--- config.mk ---
export PLATFORM = sky130hd
export DESIGN_NAME = mult_div_unit
export DESIGN_NICKNAME = d
export VERILOG_FILES = /design/src/rtl/mult_div_unit.sv
export SDC_FILE = /design/constraint.sdc
export NUM_CORES = 1
export LEC_CHECK = 0
export CAP_MARGIN = 20
export CORE_ASPECT_RATIO = 0.7
export CORE_UTILIZATION = 55
export DETAILED_ROUTE_END_ITERATION = 10
export PLACE_DENSITY = 0.87
export REMOVE_ABC_BUFFERS = 1
export SLEW_MARGIN = 20
export SYNTH_ARGS = -nofsm -noshare
export SYNTH_HDL_FRONTEND = slang
export SYNTH_SLANG_ARGS = --single-unit
--- constraint.sdc ---
create_clock -name clk -period 5.6 [get_ports clk]
set_input_delay 0.56 -clock clk [delete_from_list [all_inputs] [get_ports clk]]
set_output_delay 0.56 -clock clk [all_outputs]
set_load 0.05 [all_outputs]
--- src/rtl/mult_div_unit.sv ---
// mult_div_unit
//   Iterative multiply/divide unit holding the architectural HI/LO registers.
//   MULT/MULTU use shift-add on operand magnitudes and DIV/DIVU use restoring
//   division on magnitudes. Each produces one result bit per cycle.
//   Sign correction and the HI/LO write happen in a final FIN cycle.
//   MTHI/MTLO write HI or LO directly on the accepting edge.
//
//   Optional feature macro: MDU_DIV_EN
//     defined   - divider datapath is built; DIV/DIVU run as iterative ops
//     undefined - no divider logic; DIV/DIVU are no-ops and dz is tied low
//
// Ports
//   clk    in   clock, rising edge
//   reset  in   asynchronous active-high reset, clears all state
//   start  in   operation request, accepted only while busy=0
//   op     in   000 MULT, 001 MULTU, 010 DIV, 011 DIVU, 100 MTHI, 101 MTLO
//   a      in   multiplicand / dividend / MTHI-MTLO source
//   b      in   multiplier / divisor
//   hi     out  product upper half or remainder
//   lo     out  product lower half or quotient
//   busy   out  iterative operation in progress
//   done   out  one-cycle pulse when hi/lo hold a new result
//   dz     out  divide-by-zero flag, meaningful only while done=1
module mult_div_unit #(
  parameter int WIDTH = 32
) (
  input  logic             clk,
  input  logic             reset,
  input  logic             start,
  input  logic [2:0]       op,
  input  logic [WIDTH-1:0] a,
  input  logic [WIDTH-1:0] b,
  output logic [WIDTH-1:0] hi,
  output logic [WIDTH-1:0] lo,
  output logic             busy,
  output logic             done,
  output logic             dz
);

  localparam logic [2:0] OP_MTHI = 3'b100;
  localparam logic [2:0] OP_MTLO = 3'b101;

  localparam logic [1:0] S_IDLE = 2'd0;
  localparam logic [1:0] S_RUN  = 2'd1;
  localparam logic [1:0] S_FIN  = 2'd2;

  localparam int            CW         = $clog2(WIDTH);
  localparam logic [CW-1:0] LAST_COUNT = CW'(WIDTH - 1);

  logic [1:0]         r_state;
  logic [CW-1:0]      r_count;
  logic [WIDTH-1:0]   r_hi;
  logic [WIDTH-1:0]   r_lo;
  // Multiplicand magnitude for multiplies, divisor magnitude for divides
  logic [WIDTH-1:0]   r_opnd;
  // Working register: {partial product, multiplier} or {remainder, dividend/quotient}
  logic [2*WIDTH-1:0] r_p;
  logic               r_aNeg;
  logic               r_bNeg;
  logic               r_done;

  logic               w_accept;
  logic               w_signedOp;
  logic               w_aNeg;
  logic               w_bNeg;
  logic               w_launchMul;
  logic               w_launchDiv;
  logic               w_launch;
  logic [WIDTH-1:0]   w_aMag;
  logic [WIDTH-1:0]   w_bMag;
  logic [WIDTH:0]     w_addSum;
  logic [2*WIDTH-1:0] w_mulStep;
  logic [2*WIDTH-1:0] w_pNext;
  logic [2*WIDTH-1:0] w_prod;
  logic [WIDTH-1:0]   w_resHi;
  logic [WIDTH-1:0]   w_resLo;

  assign busy = (r_state != S_IDLE);
  assign hi   = r_hi;
  assign lo   = r_lo;
  assign done = r_done;

  // Request decode. Signed ops (even opcodes) take operand magnitudes so the
  // iteration itself is always unsigned; the signs are kept for FIN.
  assign w_accept    = start && !busy;
  assign w_signedOp  = ~op[0];
  assign w_aNeg      = w_signedOp && a[WIDTH-1];
  assign w_bNeg      = w_signedOp && b[WIDTH-1];
  assign w_aMag      = w_aNeg ? -a : a;
  assign w_bMag      = w_bNeg ? -b : b;
  assign w_launchMul = w_accept && (op[2:1] == 2'b00);
  assign w_launch    = w_launchMul || w_launchDiv;

  // Shift-add step: conditionally add the multiplicand into the upper half,
  // then shift the whole pair right, retiring one multiplier bit.
  assign w_addSum  = {1'b0, r_p[2*WIDTH-1:WIDTH]} + (r_p[0] ? {1'b0, r_opnd} : '0);
  assign w_mulStep = {w_addSum, r_p[WIDTH-1:1]};

`ifdef MDU_DIV_EN
  logic               r_isDiv;
  logic               r_dz;
  logic [WIDTH-1:0]   r_aRaw;
  logic               w_qBit;
  logic               w_divZero;
  logic [WIDTH:0]     w_trial;
  logic [WIDTH:0]     w_diff;
  logic [2*WIDTH-1:0] w_divStep;

  assign w_launchDiv = w_accept && (op[2:1] == 2'b01);
  assign w_divZero   = (r_opnd == '0);
  assign dz          = r_dz;

  // Restoring step: shift the next dividend bit into the remainder and
  // keep the subtraction only when it does not borrow.
  assign w_trial   = {r_p[2*WIDTH-1:WIDTH], r_p[WIDTH-1]};
  assign w_diff    = w_trial - {1'b0, r_opnd};
  assign w_qBit    = ~w_diff[WIDTH];
  assign w_divStep = {(w_qBit ? w_diff[WIDTH-1:0] : w_trial[WIDTH-1:0]),
                      r_p[WIDTH-2:0], w_qBit};

  // Divide bookkeeping: raw dividend is kept because a zero divisor
  // returns it untouched in HI.
  always_ff @(posedge clk or posedge reset) begin
    if (reset) begin
      r_isDiv <= 1'b0;
      r_aRaw  <= '0;
      r_dz    <= 1'b0;
    end else begin
      r_dz <= (r_state == S_FIN) && r_isDiv && w_divZero;
      if (w_launch) begin
        r_isDiv <= w_launchDiv;
        r_aRaw  <= a;
      end
    end
  end
`else
  assign w_launchDiv = 1'b0;
  assign dz          = 1'b0;
`endif

  // Next value of the working register while iterating
  always_comb begin
    w_pNext = w_mulStep;
`ifdef MDU_DIV_EN
    if (r_isDiv) begin
      w_pNext = w_divStep;
    end
`endif
  end

  // FIN result: negate the full product when operand signs differ; for
  // divides the quotient follows sign(a)^sign(b) and the remainder sign(a).
  // Signed MIN/-1 wraps back to MIN naturally through the negation.
  always_comb begin
    w_prod  = (r_aNeg ^ r_bNeg) ? -r_p : r_p;
    w_resHi = w_prod[2*WIDTH-1:WIDTH];
    w_resLo = w_prod[WIDTH-1:0];
`ifdef MDU_DIV_EN
    if (r_isDiv) begin
      if (w_divZero) begin
        w_resHi = r_aRaw;
        w_resLo = '1;
      end else begin
        w_resLo = (r_aNeg ^ r_bNeg) ? -r_p[WIDTH-1:0] : r_p[WIDTH-1:0];
        w_resHi = r_aNeg ? -r_p[2*WIDTH-1:WIDTH] : r_p[2*WIDTH-1:WIDTH];
      end
    end
`endif
  end

  // Control FSM and HI/LO. HI/LO only change on FIN or an MTHI/MTLO, so an
  // aborting reset never leaves a partial result behind.
  always_ff @(posedge clk or posedge reset) begin
    if (reset) begin
      r_state <= S_IDLE;
      r_count <= '0;
      r_hi    <= '0;
      r_lo    <= '0;
      r_opnd  <= '0;
      r_p     <= '0;
      r_aNeg  <= 1'b0;
      r_bNeg  <= 1'b0;
      r_done  <= 1'b0;
    end else begin
      r_done <= 1'b0;
      case (r_state)
        S_IDLE: begin
          if (w_launch) begin
            r_state <= S_RUN;
            r_count <= '0;
            r_aNeg  <= w_aNeg;
            r_bNeg  <= w_bNeg;
            r_opnd  <= w_launchDiv ? w_bMag : w_aMag;
            r_p     <= {{WIDTH{1'b0}}, (w_launchDiv ? w_aMag : w_bMag)};
          end else if (w_accept && (op == OP_MTHI)) begin
            r_hi <= a;
          end else if (w_accept && (op == OP_MTLO)) begin
            r_lo <= a;
          end
        end
        S_RUN: begin
          r_p <= w_pNext;
          if (r_count == LAST_COUNT) begin
            r_state <= S_FIN;
            r_count <= '0;
          end else begin
            r_count <= r_count + 1'b1;
          end
        end
        S_FIN: begin
          r_hi    <= w_resHi;
          r_lo    <= w_resLo;
          r_done  <= 1'b1;
          r_state <= S_IDLE;
        end
        default: begin
          r_state <= S_IDLE;
        end
      endcase
    end
  end

endmodule

==> flow_summary.ini, run 1 <==
[outcome]
status = complete, no violations

[global_routing]
antenna_found_initial = 1
grt_max_degree = 100
overflow = 0
grt_pass1_wl_um = 57000
grtUsageTotal_pct = 33.7
grt_pass1_vias = 10400

[sta]
slew-limit-headroom_pct = 27.1
slew_viol_final = 0
max_freq_mhz = 261
hold_viol = 0
worst_pin_slew_ns = 1.09
tns_ns = 0
setup-violations-final = 0
grt_setup_unrepaired = no
finClkSkew_ns = 0.0142
fin_crit_sh_pct = 68.4
worst_slack_ns = 1.77
post-route-min-period_ns = 3.83

[logic_synthesis]
synth-edff-count = 0
synthDistinctLibCells = 66
seq_area_frac_synth_pct = 36.8
postSynthCellCount = 1373
ys_ff_latch = 170
async_reset_ff_share_pct = 100
syn_avg_cell_area_um2 = 8.43
synth.cell_area_mm2 = 0.0116
synth_flop_cell = dfrtp_1
ys_warn_count = 0

[routing]
ant_nets = 0
drc = 0
totalWireLength_um = 35900
num_vias = 11400
drt_iter0_drc = 1750
drt-wirelength-per-cell_um = 20.5
firstDrtPassIters = 7
viasPerCell = 6.53

[hold_path]
hold_class = reg2reg

[floorplan]
io_pins = 137
fp.dieH_um = 123
num_rows = 43
die_width_um = 175
die-area_mm2 = 0.0216
core_mm2 = 0.0202
start_util_pct = 57.2

[job]
drv_cap = 0

[clock_network]
cts_tree = done
ctsHoldBuffers = 0
ctsResizeCount = 0
postCtsSetupRepairBufs = 0
cts_buffers = 17
cts_root_buffer = clkbuf_16
h-tree-depth = 4
clk_path_buf_depth = 2
cts_sinks = 170
clk_pin_slew_ns = 0.07
clock_latency_ns = 0.44

[power]
seq_power_share_pct = 29.2
p_sw_uw = 4290
leakage_uw = 0.00575
p_int_uw = 4260
comb_power_share_pct = 57.3
p_per_area_mw_per_mm2 = 625
p_sw_share_pct = 50.2
power_frac_clock_pct = 13.5
ir_drop_mv = 0.453

[cells_and_area]
drive_gt1_share_pct = 6.78
multi_input_area_mm2 = 0.00697
nets = 1570
layout_common_cells = nand2_1 (187), o21ai_0 (184), dfrtp_1 (169)
syn2layout_area_growth_pct = 18.2
fillers = 1573
final_common_cell = nand2_1
seq_area_mm2 = 0.00426

[place]
gp_congestion = 0.927
io_buffers = 135
place_ws_ns = 1.71
place_hpwl_um = 25300

[setup_path]
critPathLaunchType = register
cp_max_fo = 37
worst-endpoint-required_ns = 5.87
crit_path_end_kind = register
crit_arrival_ns = 4.10
cpMaxStageDelayCell = dfrtp_2
slowest_delay_ns = 0.66
crit_family = simple AND/OR/NAND/NOR gates
cp_cell_sequence = inv_1 > ha_1 > nor3b_1 > nand2_1 > nor4_4 > nand3_1 > o21ai_0 > xor2_1 > a21oi_1
critical_path_buf_inv_count = 1
worst-setup-path-type = reg2reg
power by group through the flow:
stage,clock network (uW),logic (uW),registers (uW)
final,1160,4900,2490
after global routing,1220,5240,2550
after CTS,1150,4800,2460
after detailed placement,0,4740,2460
after global placement,0,4600,2450
after floorplan,0,2600,3060
registers in the layout, indices dropped and copies added, names as in the netlist:
register	flops
r_p	64
hi	32
lo	32
r_opnd	32
r_count	5
r_state	2
done	1
r_aNeg	1
r_bNeg	1
worst paths after layout:
| path | startpoint | depth (start not counted) | slack [ns] | to |
|---|---|---|---|---|
| hold reg to reg | r_opnd[16]$_DFFE_PP0P_ | 2 | 0.48 | r_opnd[16]$_DFFE_PP0P_ |
| max in group asynchronous | reset | 3 | 3.78 | r_p[0]$_DFFE_PP0P_ |
| setup reg to reg | r_p[0]$_DFFE_PP0P_ | 9 | 1.77 | hi[20]$_DFFE_PP0P_ |
| hold / removal | r_opnd[16]$_DFFE_PP0P_ | 2 | 0.48 | r_opnd[16]$_DFFE_PP0P_ |
| setup / recovery | r_p[0]$_DFFE_PP0P_ | 9 | 1.77 | hi[20]$_DFFE_PP0P_ |
| min in group asynchronous | reset | 2 | 0.67 | hi[10]$_DFFE_PP0P_ |
metal layers:
metal | share of wire [%] | track usage, % | routed length (um)
met3 | 12 | 7.10 | 4300
met2 | 44 | 51.8 | 15800
met1 | 41 | 48.0 | 14800
met4 | 2.6 | 10.0 | 942
met5 | 0 | 0 | 0
metrics by stage:
step                cells  area (um^2)  hold slack, ns  util (%)  power [uW]
floorplan            1296        11300           0.442         -        5660
global placement     1713        13100           0.456      64.8        7050
detailed placement   1713        13100           0.467      64.8        7210
CTS                  1745        13700           0.479      67.6        8410
global route         1745        13700           0.497      67.6        9010
finish               1747        13700           0.477      67.6        8550
worst register-to-register path, stage by stage, from the launching register on:
cell and delay (ns):
dfrtp_2 0.66, inv_1 0.15, ha_1 0.22, nor3b_1 0.65, nand2_1 0.29, nor4_4 0.66, nand3_1 0.31, o21ai_0 0.27
xor2_1 0.32, a21oi_1 0.13
kinds of logic after synthesis:
logic type	synth area share, %
adders and majority gates	4.17
DFF	36.8
buffers and inverters	3.41
AOI/OAI and AO/OA	22.5
muxes	3.45
and+or+nand+nor	18.9
xor gates and xnor gates	10.8
other	0.0324
layout make-up:
type	count	area share, %
diodes	2	0.0366
well taps	270	2.47
multi-input cells	1099	50.9
inverters	27	0.778
clock inverters	12	0.860
repair buffers	147	10.5
clock buffers	20	3.27
flip-flops and latches	170	31.1
cell usage after synthesis (all sizes together), types with 4 or more instances:
| library cell | instances | area, um^2 |
|---|---|---|
| or3 | 13 | 81.3 |
| a211oi | 7 | 52.6 |
| a221o | 5 | 50.1 |
| nor2 | 82 | 308 |
| a21o | 10 | 75.1 |
| nand3 | 16 | 80.1 |
| nor4 | 13 | 130 |
| o211ai | 7 | 52.6 |
| nand4 | 5 | 31.3 |
| xnor2 | 66 | 578 |
| nor3 | 32 | 171 |
| clkbuf | 71 | 267 |
| mux2i | 14 | 140 |
| o21bai | 4 | 30.0 |
| o221ai | 9 | 78.8 |
| inv | 27 | 101 |
| a22oi | 32 | 240 |
| mux2 | 23 | 259 |
| a21oi | 107 | 536 |
| ha | 37 | 463 |
| or2 | 6 | 37.5 |
| and3 | 7 | 43.8 |
| and2 | 36 | 225 |
| o31ai | 21 | 158 |
| nand2 | 188 | 713 |
| o21ai | 186 | 931 |
| nand2b | 12 | 75.1 |
| buf | 6 | 26.3 |
| o41ai | 8 | 108 |
| xor2 | 76 | 666 |
| dfrtp | 170 | 4250 |
| nor2b | 9 | 56.3 |
| a31oi | 20 | 125 |
| or4 | 12 | 105 |
No activity file was read; power rests on OpenSTA's default activity.
==> inputs of run 2 (changes only) <==
==> constraint.sdc (replaced) <==
create_clock -name clk -period 4 [get_ports clk]
set_input_delay 0.4 -clock clk [delete_from_list [all_inputs] [get_ports clk]]
set_output_delay 0.4 -clock clk [all_outputs]
set_load 0.05 [all_outputs]
==> run 2 against run 1 <==
Compared with the run above:
- final area is 0.78% higher
- sequential share of layout area is 0.25 points lower
- clock-buffer cell count is 1 higher
- first-iteration DRC count is 5.3% higher
- clock power is 44% higher
- global-route usage is 0.37 points higher
- non-clock buffer count is 10 higher
- critical path depth is 2 lower
- fmax is 14% higher
- critical path type unchanged
- largest power group unchanged
==> flow_summary.ini, run 2 (synthesis gave the netlist of run 1 again) <==
[clock_network]
cts_tree = done
clk_path_buf_depth = 2
cts_sinks = 170
ctsResizeCount = 0
h-tree-depth = 4
postCtsSetupRepairBufs = 0
cts_root_buffer = clkbuf_16
ctsHoldBuffers = 0
clock_latency_ns = 0.44
clk_pin_slew_ns = 0.07
cts_buffers = 17

[floorplan]
num_rows = 43
io_pins = 137
fp.dieH_um = 123
die-area_mm2 = 0.0216
core_mm2 = 0.0202
die_width_um = 175
start_util_pct = 57.2

[cells_and_area]
final_common_cell = nand2_1
nets = 1580
syn2layout_area_growth_pct = 19.1
multi_input_area_mm2 = 0.00697
drive_gt1_share_pct = 7.28
layout_common_cells = nand2_1 (187), o21ai_0 (184), dfrtp_1 (170)
antenna_cells = 0
largest_reg_flops = 64
fillers = 1567
top_register = r_p
seq_area_mm2 = 0.00425

[routing]
drt-wirelength-per-cell_um = 20.9
totalWireLength_um = 36700
firstDrtPassIters = 6
num_vias = 11500
ant_nets = 0
viasPerCell = 6.57
drc = 0
drt_iter0_drc = 1842

[sta]
grt_setup_unrepaired = no
setup-violations-final = 0
finClkSkew_ns = 0.0130
hold_viol = 0
worst_pin_slew_ns = 0.966
slew-limit-headroom_pct = 35.0
slew_viol_final = 0
worst_slack_ns = 0.643
fin_crit_sh_pct = 83.9
max_freq_mhz = 298
post-route-min-period_ns = 3.36

[job]
drv_cap = 0

[setup_path]
worst-setup-path-type = reg2reg
crit_arrival_ns = 3.65
critical_path_buf_inv_count = 0
critPathLaunchType = register
crit_family = simple AND/OR/NAND/NOR gates
slowest_delay_ns = 0.68
r2r_start = r_p[4]$_DFFE_PP0P_
worst-endpoint-required_ns = 4.29
rr_worst_depth = 7
rrSetupSlack_ns = 0.64
crit_path_end_kind = register
timing.rr.end = hi[6]$_DFFE_PP0P_
cpMaxStageDelayCell = nor3_1
cp_cell_sequence = nor3_1 > nand2_1 > nor4_4 > nand3_1 > o31ai_1 > xor2_1 > o21ai_1
cp_max_fo = 8

[power]
p_total_uw = 12100
ir_drop_mv = 0.797
leakage_uw = 0.00582
seq_power_share_pct = 28.7
p_sw_uw = 6030
p_int_uw = 6060
power_frac_clock_pct = 13.8
comb_power_share_pct = 57.5
p_sw_share_pct = 49.9
p_per_area_mw_per_mm2 = 878

[place]
io_buffers = 135
place_hpwl_um = 26000
place_ws_ns = 0.662
gp_congestion = 0.926

[outcome]
status = complete, no violations

[global_routing]
grt_util_met1_pct = 48.4
grtUsageTotal_pct = 34.1
busiest_layer = met2
grt_pass1_vias = 10600
antenna_found_initial = 0
gr-usage-met2_pct = 52.2
grt_max_degree = 80
overflow = 0
grtUsageMet3_pct = 7.16
grt_pass1_wl_um = 57700

[hold_path]
hold_class = in2async
==> run 2: metal layers <==
metal,share of wire (%),up-vias
met5,0,-
met4,2.7,0
met3,11,100
met2,44,831
met1,42,5502
li1,-,5090
==> run 2: final cells by class <==
class	count	area share, %
Sequential cell	170	30.9
Timing Repair Buffer	157	11.2
Clock inverter	10	0.844
Inverter	27	0.772
Clock buffer	21	3.34
Tap cell	270	2.45
Multi-Input combinational cell	1099	50.5
==> run 2: how the worst max path moves through the flow <==
stage	startpoint	endpoint	slack, ns	cells past startpoint
3_5_place_dp	b[9]	r_p[30]$_DFFE_PP0P_	0.66	8
3_3_place_gp	b[9]	r_p[25]$_DFFE_PP0P_	0.77	8
5_1_grt	r_p[0]$_DFFE_PP0P_	hi[8]$_DFFE_PP0P_	0.38	9
6_report	r_p[4]$_DFFE_PP0P_	hi[6]$_DFFE_PP0P_	0.64	7
2_1_floorplan	reset	done$_DFF_PP0_	-1.00	1
4_1_cts	r_p[0]$_DFFE_PP0P_	r_p[62]$_DFFE_PP0P_	0.73	11
==> run 2: per-stage QoR <==
step / std cells / hold slack [ns] / area, um^2 / utilization, % / setup TNS (ns)
after global placement: 1723 / 0.458 / 13200 / 65.3 / 0
after global routing: 1754 / 0.497 / 13800 / 68.1 / 0
after floorplan: 1296 / 0.442 / 11300 / - / -170.59
after detailed placement: 1723 / 0.465 / 13200 / 65.3 / 0
final: 1754 / 0.429 / 13800 / 68.1 / 0
after CTS: 1754 / 0.460 / 13800 / 68.1 / 0
==> run 2: power groups by stage <==
stage | registers (uW) | logic (uW) | clock network, uW
detailed placement | 3420 | 6720 | 0
CTS | 3410 | 6820 | 1660
floorplan | 4290 | 3640 | 0
global route | 3530 | 7460 | 1740
global placement | 3400 | 6530 | 0
finish | 3470 | 6950 | 1670
==> inputs of run 3 (changes only) <==
==> constraint.sdc (replaced) <==
create_clock -name clk -period 3.2 [get_ports clk]
set_input_delay 0.32 -clock clk [delete_from_list [all_inputs] [get_ports clk]]
set_output_delay 0.32 -clock clk [all_outputs]
set_load 0.05 [all_outputs]
==> run 3 against run 2 <==
Compared with the run above:
- critical path depth stayed put
- combinational power grew 28%
- sequential power is 24% higher
- clock-buffer cell count is the same
- clock skew shrank 0.0021 ns
- global-route usage rose by 0.40 points
- clock power increased by 28%
- non-clock buffer count increased by 36
- highest routed layer unchanged
==> flow_summary.ini, run 3 (synthesis gave the netlist of run 1 again) <==
[floorplan]
die-area_mm2 = 0.0216
io_pins = 137
num_rows = 43
core_mm2 = 0.0202
die_width_um = 175
start_util_pct = 57.2
fp.dieH_um = 123

[global_routing]
grt_pass1_vias = 10800
grtUsageTotal_pct = 34.5
overflow = 0
antenna_found_initial = 0
grt_max_degree = 80
grt_pass1_wl_um = 58000

[setup_path]
crit_path_end_kind = register
crit_arrival_ns = 3.34
cp_max_fo = 4
cp_cell_sequence = nor4_1 > or4b_2 > nor4_4 > nand2_1 > o21ai_0 > xor2_1 > o21ai_0
slowest_delay_ns = 0.73
worst-endpoint-required_ns = 3.46
cp-startpoint = r_p[31]$_DFFE_PP0P_
cpMaxStageDelayCell = or4b_2
r2r_start = r_p[31]$_DFFE_PP0P_
critical_path_buf_inv_count = 0
crit_family = simple AND/OR/NAND/NOR gates
path_common_cell = o21ai_0
critPathLaunchType = register
worst-setup-path-type = reg2reg

[cells_and_area]
top_register = r_p
antenna_cells = 0
syn2layout_area_growth_pct = 22.0
nets = 1616
seq_area_mm2 = 0.00425
drive_gt1_share_pct = 9.66
fillers = 1532
multi_input_area_mm2 = 0.00699
largest_reg_flops = 64
fin_util_pct = 69.8
final_common_cell = nand2_1
layout_common_cells = nand2_1 (187), o21ai_0 (184), dfrtp_1 (170)

[clock_network]
cts_sinks = 170
clk_pin_slew_ns = 0.06
cts_buffers = 17
cts_root_buffer = clkbuf_16
clock_latency_ns = 0.44
h-tree-depth = 4
cts_tree = done
clk_path_buf_depth = 2

[power]
power_frac_clock_pct = 13.9
seq_power_share_pct = 28.1
p_total_uw = 15300
p_int_uw = 7780
ir_drop_mv = 0.793
p_sw_uw = 7560
p_sw_share_pct = 49.3
leakage_uw = 0.00601
p_per_area_mw_per_mm2 = 1090
comb_power_share_pct = 58.0

[routing]
ant_nets = 0
route.met2.wl_um = 16500
wl_met1_um = 15200
totalWireLength_um = 37000
viasPerCell = 6.53
wl_met3_um = 4450
highest_layer = met4
drc = 0
drt-wirelength-per-cell_um = 20.7
drt_iter0_drc = 1606
num_vias = 11700
firstDrtPassIters = 6

[sta]
slew-limit-headroom_pct = 35.4
setup-violations-final = 0
post-route-min-period_ns = 3.07
worst_pin_slew_ns = 0.969
holdWs_ns = 0.331
hold_viol = 0
slew_viol_final = 0
grt_setup_unrepaired = no
worst_slack_ns = 0.126
fin_crit_sh_pct = 96.1
max_freq_mhz = 325
finClkSkew_ns = 0.0109

[outcome]
status = complete, no violations

[place]
place_hpwl_um = 26600
gp_congestion = 0.972
place_ws_ns = -0.106
io_buffers = 135

[job]
drv_cap = 0

[hold_path]
hold_class = in2async
## run 3: changes by cell type in the layout (fill, tap and decap cells not counted), sizes merged
cell	delta
buf	+36
bufinv	+1
clkinv	+1
inv	-1
## run 3: path summary, 6_finish.rpt
check | end | slack, ns | cells past startpoint
setup / recovery | hi[12]$_DFFE_PP0P_ | 0.13 | 7
hold / removal | hi[8]$_DFFE_PP0P_ | 0.33 | 2
setup reg to reg | hi[12]$_DFFE_PP0P_ | 0.13 | 7
hold reg to reg | r_opnd[6]$_DFFE_PP0P_ | 0.48 | 2
max in group asynchronous | r_count[4]$_DFFE_PP0P_ | 2.10 | 3
min in group clk | r_opnd[6]$_DFFE_PP0P_ | 0.48 | 2
## run 3: metal layers
layer	up-vias	global-route usage [%]
met4	0	10.9
met2	817	52.9
met5	-	0
met1	5597	48.5
li1	5177	-
met3	100	7.93
## run 3: repair_timing
| item | 4_1_cts | 5_1_grt |
|---|---|---|
| gates resized for setup | 0 | 4 |
| endpoints found under the setup margin | 0 | 15 |
| buffers inserted | 0 | 2 |
| hold buffers | 0 | 0 |
## run 3: per-stage QoR
| stage | setup TNS, ns | area, um^2 | std cells |
|---|---|---|---|
| after floorplan | -314.93 | 11300 | 1296 |
| after CTS | 0 | 14100 | 1789 |
| after detailed placement | -0.516 | 13500 | 1757 |
| after global routing | 0 | 14100 | 1791 |
| after global placement | 0 | 13500 | 1757 |
| final | 0 | 14100 | 1791 |
## run 3: final cells by class
cell class	count	area share, %
Sequential cell	170	30.1
Clock inverter	11	1.04
Timing Repair Buffer	193	13.0
Multi-Input combinational cell	1099	49.5
Clock buffer	21	3.12
Tap cell	270	2.39
Inverter	27	0.754
## run 3: power groups by stage
| stage | clock network, uW | logic [uW] | registers (uW) |
|---|---|---|---|
| after detailed placement | 0 | 8580 | 4250 |
| final | 2130 | 8890 | 4310 |
| after CTS | 2130 | 8720 | 4250 |
| after global placement | 0 | 8330 | 4210 |
| after global routing | 2220 | 9540 | 4400 |
| after floorplan | 0 | 4550 | 5360 |
## run 3: worst register-to-register path, delay by kind of cell (launching register included)
family	cells	cell delay [ns]
AOI/OAI and AO/OA	2	0.43
DFF	1	0.47
xor gates and xnor gates	1	0.26
and+or+nand+nor	4	1.76
